### config.mk
export PLATFORM = sky130hd
export DESIGN_NAME = binary_mul_13_1_bi
export DESIGN_NICKNAME = d
export VERILOG_FILES = /design/src/rtl/mul_pkg.sv /design/src/rtl/mul_pp_stage.sv /design/src/rtl/binary_mul_13_1_bi.sv
export SDC_FILE = /design/constraint.sdc
export NUM_CORES = 2
export LEC_CHECK = 0
export CELL_PAD_IN_SITES_DETAIL_PLACEMENT = 1
export CELL_PAD_IN_SITES_GLOBAL_PLACEMENT = 1
export CORE_MARGIN = 4
export CORE_UTILIZATION = 36
export CTS_CLUSTER_SIZE = 24
export DETAILED_ROUTE_END_ITERATION = 6
export PLACE_DENSITY = 0.65
export SLEW_MARGIN = 25
export SYNTH_ARGS = -nofsm -noshare
export SYNTH_HDL_FRONTEND = slang
export SYNTH_HIERARCHICAL = 1
export SYNTH_SLANG_ARGS = --single-unit
### constraint.sdc
create_clock -name clk -period 6.67 [get_ports clk]
set_input_delay 0.667 -clock clk [delete_from_list [all_inputs] [get_ports clk]]
set_output_delay 0.667 -clock clk [all_outputs]
set_load 0.05 [all_outputs]
### src/rtl/mul_pkg.sv
// Shared constants and the stage payload for the pipelined signed multiplier.
//   W_IN    operand width (signed)
//   W_OUT   product width kept on P (2*W_IN-1; exact product is truncated)
//   LAT     enabled edges from operand capture to product on P
//   stage_t payload carried between pipeline stages: running sum plus both operands
package mul_pkg;

  localparam int W_IN  = 13;
  localparam int W_OUT = 2 * W_IN - 1;
  localparam int LAT   = W_IN + 1;

  typedef struct packed {
    logic [W_OUT-1:0] acc;
    logic [W_IN-1:0]  a;
    logic [W_IN-1:0]  b;
  } stage_t;

  localparam int STAGE_W = $bits(stage_t);

endpackage

### src/rtl/mul_pp_stage.sv
// One radix-2 partial-product stage. Retires multiplier bit STAGE_IDX: adds
// sext(a) << STAGE_IDX into the running sum when that bit is set. The stage
// that handles the operand sign bit (IS_SIGN) subtracts instead, which is what
// gives two's-complement weighting to the multiplier MSB.
//   clk   in   clock, rising edge
//   rst   in   asynchronous active-high reset, clears the registered payload
//   i_en  in   advance enable; payload holds when low
//   i_d   in   payload (stage_t) from the previous stage
//   o_q   out  registered payload for the next stage
module mul_pp_stage
  import mul_pkg::*;
#(
  parameter int STAGE_IDX = 0,
  parameter bit IS_SIGN   = 1'b0
) (
  input  logic               clk,
  input  logic               rst,
  input  logic               i_en,
  input  logic [STAGE_W-1:0] i_d,
  output logic [STAGE_W-1:0] o_q
);

  stage_t           w_d;
  stage_t           w_next;
  stage_t           r_q;
  logic [W_OUT-1:0] w_addend;

  assign w_d = stage_t'(i_d);

  // Sign-extend the multiplicand to the product width before shifting; any
  // bits pushed past W_OUT are dropped, which is the intended mod-2^W_OUT math.
  assign w_addend = {{(W_OUT-W_IN){w_d.a[W_IN-1]}}, w_d.a} << STAGE_IDX;

  always_comb begin
    w_next = w_d;
    if (w_d.b[STAGE_IDX]) begin
      w_next.acc = IS_SIGN ? (w_d.acc - w_addend) : (w_d.acc + w_addend);
    end
  end

  always_ff @(posedge clk or posedge rst) begin
    if (rst) begin
      r_q <= '0;
    end else if (i_en) begin
      r_q <= w_next;
    end
  end

  assign o_q = r_q;

endmodule

### src/rtl/binary_mul_13_1_bi.sv
// Fully pipelined signed 13x13 multiplier, throughput one pair per enabled
// cycle, fixed latency of LAT enabled edges (input register + 13 bit stages).
//   clk    in   clock, rising edge
//   rst_n  in   asynchronous reset, ACTIVE-HIGH despite the name (1 = reset)
//   en     in   global pipeline advance; every register, P included, holds when low
//   A      in   signed multiplicand
//   B      in   signed multiplier
//   P      out  low W_OUT bits of A*B, registered (output of the last stage)
// There is no valid output: the pipeline carries zeros out of reset, so P
// reads 0 until the first captured pair has advanced LAT enabled edges.
module binary_mul_13_1_bi
  import mul_pkg::*;
(
  input  logic             clk,
  input  logic             rst_n,
  input  logic             en,
  input  logic [W_IN-1:0]  A,
  input  logic [W_IN-1:0]  B,
  output logic [W_OUT-1:0] P
);

  stage_t             r_stage0;
  logic [STAGE_W-1:0] w_pipe [0:W_IN];
  stage_t             w_last;
  logic               w_unused;

  // Operand capture; the running sum starts at zero.
  always_ff @(posedge clk or posedge rst_n) begin
    if (rst_n) begin
      r_stage0 <= '0;
    end else if (en) begin
      r_stage0 <= '{acc: '0, a: A, b: B};
    end
  end

  assign w_pipe[0] = r_stage0;

  for (genvar gi = 0; gi < W_IN; gi++) begin : g_stage
    mul_pp_stage #(
      .STAGE_IDX (gi),
      .IS_SIGN   (gi == W_IN - 1)
    ) u_stage (
      .clk  (clk),
      .rst  (rst_n),
      .i_en (en),
      .i_d  (w_pipe[gi]),
      .o_q  (w_pipe[gi+1])
    );
  end

  assign w_last = stage_t'(w_pipe[W_IN]);
  assign P      = w_last.acc;

  // Operands are no longer needed once the sign bit has been retired.
  assign w_unused = ^{w_last.a, w_last.b};

endmodule

==> results.rst <==
.. list-table::
   :header-rows: 1

   * - Metric
     - Value
   * - Outcome
     - finished, final reports clean
   * - Width of the die
     - 323 um
   * - Warning count from the yosys run
     - 6
   * - CTS Root Buffer Type
     - sky130_fd_sc_hd__clkbuf_16
   * - Height of the die
     - 323 um
   * - Initial antenna violation count
     - 0
   * - Crit Path Class
     - flop to flop
   * - I/O Buffers
     - 53
   * - Worst path most repeated cell
     - sky130_fd_sc_hd__nand3_1
   * - Number of pins with negative max-slew slack in the final report
     - 0
   * - Total congestion overflow
     - 0
   * - Number of maximum-capacitance violations
     - 0
   * - Area growth syn-to-layout
     - 12.1%
   * - Number of design rule violations left after detail routing
     - 0
   * - Gate count after technology mapping
     - 3466
   * - Number of routed nets with antenna violations
     - 0
   * - Layout Cells excl Fill
     - roughly 5k
   * - Wire length per cell after detailed routing
     - between 15 and 20 um
   * - Number of iterations in the first detailed-routing pass
     - 5
   * - Number of DRC markers in iteration 0
     - 1349
   * - Via Count
     - 26.3k
   * - Share of post-route cells with drive strength above 1
     - 0.165
   * - Critical Path Start Type
     - flop
   * - Num CTS Buffers
     - slightly above 70
   * - Max Fanout on Critical Path
     - 3
   * - Number of cell rows
     - 115
   * - Insertion delay of the later-clocked pin in the worst-skew pair
     - 0.63 ns
   * - Required time at the worst-slack endpoint
     - a little over 7 ns
   * - Number of H-tree branching levels
     - 3
   * - Area taken by multi-input logic gates
     - 0.0201 mm^2
   * - Fmax
     - 0.347 GHz
   * - Worst-Margin Slew
     - around 1 ns
   * - Ratio of routed vias to standard cells
     - about 5.4
   * - RSZ-0062 raised after global routing
     - no
   * - Total wire length
     - 93.6 mm
   * - Number of global-route vias before repair
     - 27.7k
   * - Placeable core region
     - 0.0984 mm^2
   * - TritonCTS clock tree
     - built
   * - Final HPWL DP
     - 69.9 mm
   * - Number of nets in the layout
     - between 3k and 4k
   * - Clock Path Buffers
     - 3
   * - Syn_area_per_cell
     - 10.3 um^2
   * - Class of the tightest hold or removal check
     - input port to async pin
   * - Setup total negative slack
     - 0 ns
   * - Post-CTS Resized
     - 0
   * - Critical Path, Cell by Cell
     - ha_1 -> fa_1 -> a211oi_1 -> o21ai_1 -> nand3_1 -> nand4b_1 -> a2111oi_1 -> o2111ai_1 -> nand3_1
   * - Minimum period implied by the final worst setup slack
     - 2.88 ns
   * - Inst Count DP
     - 4728
   * - Total chip power
     - 21700 uW
   * - Slowest library cell on the worst path
     - sky130_fd_sc_hd__a2111oi_1
   * - Count of endpoints failing setup in the final report
     - 0
   * - Die area
     - 0.104 mm^2
   * - Slew HR
     - 0.333
   * - Leakage power
     - 0.0173 uW
   * - First-pass GRT wire length
     - around 150 mm
   * - Power per standard cell area
     - roughly 540 mW/mm^2
   * - Worst endpoint data arrival time
     - 3.43 ns
   * - Synthesized cell area
     - 0.0357 mm^2
   * - Global-route usage over all layers
     - 0.181
   * - Clock input transition at the sequential cells of the worst setup and hold paths
     - 0.06 ns
   * - Weighted congestion at the end of routability-driven global placement
     - 0.857
   * - Final worst path period share
     - 0.433
   * - Final non-filler cell area
     - about 0.04 mm^2
   * - Largest voltage drop on the vdd net
     - 0.226 mV
   * - Area taken by flip-flops and latches
     - approximately 0.015 mm^2
   * - Number of clock sinks
     - 585
   * - Largest stage delay on the critical path
     - 0.46 ns
   * - Worst hold slack
     - roughly 0.2 ns
   * - Type of element capturing the critical path
     - flop
   * - Largest net degree at the start of global routing
     - ~140
   * - Setup repair bufs after CTS
     - 0
   * - Number of hold-slack violations in the final timing report
     - 0
   * - Hold-fix buffers, CTS
     - 0
   * - Initial Utilization
     - 0.363
   * - Fin Clk Skew
     - about 0.028 ns
   * - Filler Cells Inserted
     - around 11k
   * - Area after detailed placement
     - 0.0375 mm^2
   * - Ant diodes
     - 0
   * - Number of placed I/O pins
     - 54
==> per-layer routing <==
layer | share of wire | up-vias | track usage | routed length, um
li1 | - | 12800 | - | -
met1 | 0.44 | 13200 | 0.222 | 41000
met2 | 0.51 | 228 | 0.328 | 47600
met3 | 0.021 | 125 | 0.0237 | 2010
met4 | 0.031 | 0 | 0.0583 | 2900
met5 | 0 | - | 0 | 0
==> layout make-up <==
| class | instances | share of cell area |
|---|---|---|
| well taps | 1287 | 0.0403 |
| inverters | 100 | 0.00954 |
| clock buffers | 104 | 0.0539 |
| flip-flops and latches | 585 | 0.366 |
| repair buffers | 77 | 0.0187 |
| clock inverters | 25 | 0.00867 |
| multi-input cells | 2679 | 0.503 |
==> registers in the layout, summed over array words and instances, names as in the netlist <==
| name | flops |
|---|---|
| r_stage0 | 26 |
| g_stage.u_stage/o_q | 559 |
==> through the flow <==
stage / util / worst slack [ns]
after floorplan: - / 4.28
after global placement: 0.381 / 3.41
after detailed placement: 0.381 / 3.41
after CTS: 0.406 / 3.78
after global routing: 0.406 / 3.60
final: 0.406 / 3.79
==> critical path, delay by kind of cell (launching register included) <==
kind / cells / cell delay [ns]
compound gates: 4 / 1.23
flops: 1 / 0.41
fa+ha+maj: 2 / 0.68
simple gates: 3 / 0.47
==> report_power, final <==
part           switching [uW]  leakage (uW)  internal, uW  total [uW]
logic                    6040       0.00927          4980       11000
registers                1580       0.00682          4980        6560
clock network            1600       0.00122          2490        4090
total                    9230        0.0173         12400       21700
==> placed cells by master (no fill, tap or decap), drive strengths merged, types with 13 or more instances in the layout <==
| cell type | instances |
|---|---|
| a211oi | 42 |
| a21o | 85 |
| a21oi | 375 |
| a221o | 16 |
| a22oi | 43 |
| a31oi | 41 |
| and2 | 13 |
| and3 | 34 |
| buf | 26 |
| clkbuf | 104 |
| clkdlybuf4s50 | 51 |
| clkinv | 22 |
| conb | 50 |
| dfrtp | 585 |
| fa | 13 |
| ha | 234 |
| inv | 92 |
| mux2 | 355 |
| mux2i | 109 |
| nand2 | 154 |
| nand2b | 17 |
| nand3 | 65 |
| nand4 | 27 |
| nor2 | 274 |
| nor2b | 75 |
| nor3 | 38 |
| nor3b | 15 |
| o211ai | 28 |
| o21a | 26 |
| o21ai | 194 |
| o21bai | 24 |
| or3 | 16 |
| xnor2 | 98 |
| xor2 | 52 |
==> final timing paths <==
check                      depth (start not counted)  slack (ns)                              startpoint                                     end
setup / recovery                                   9        3.79  g_stage[2].u_stage/o_q[13]$_DFFE_PP0P_  g_stage[3].u_stage/o_q[49]$_DFFE_PP0P_
hold / removal                                     2        0.20                                   rst_n  g_stage[9].u_stage/o_q[27]$_DFFE_PP0P_
setup reg to reg                                   9        3.79  g_stage[2].u_stage/o_q[13]$_DFFE_PP0P_  g_stage[3].u_stage/o_q[49]$_DFFE_PP0P_
hold reg to reg                                    1        0.50  g_stage[8].u_stage/o_q[30]$_DFFE_PP0P_  g_stage[9].u_stage/o_q[30]$_DFFE_PP0P_
max in group asynchronous                          3        5.66                                   rst_n  g_stage[7].u_stage/o_q[22]$_DFFE_PP0P_
min in group clk                                   1        0.50  g_stage[8].u_stage/o_q[30]$_DFFE_PP0P_  g_stage[9].u_stage/o_q[30]$_DFFE_PP0P_
Power figures use the tool's default switching activity.
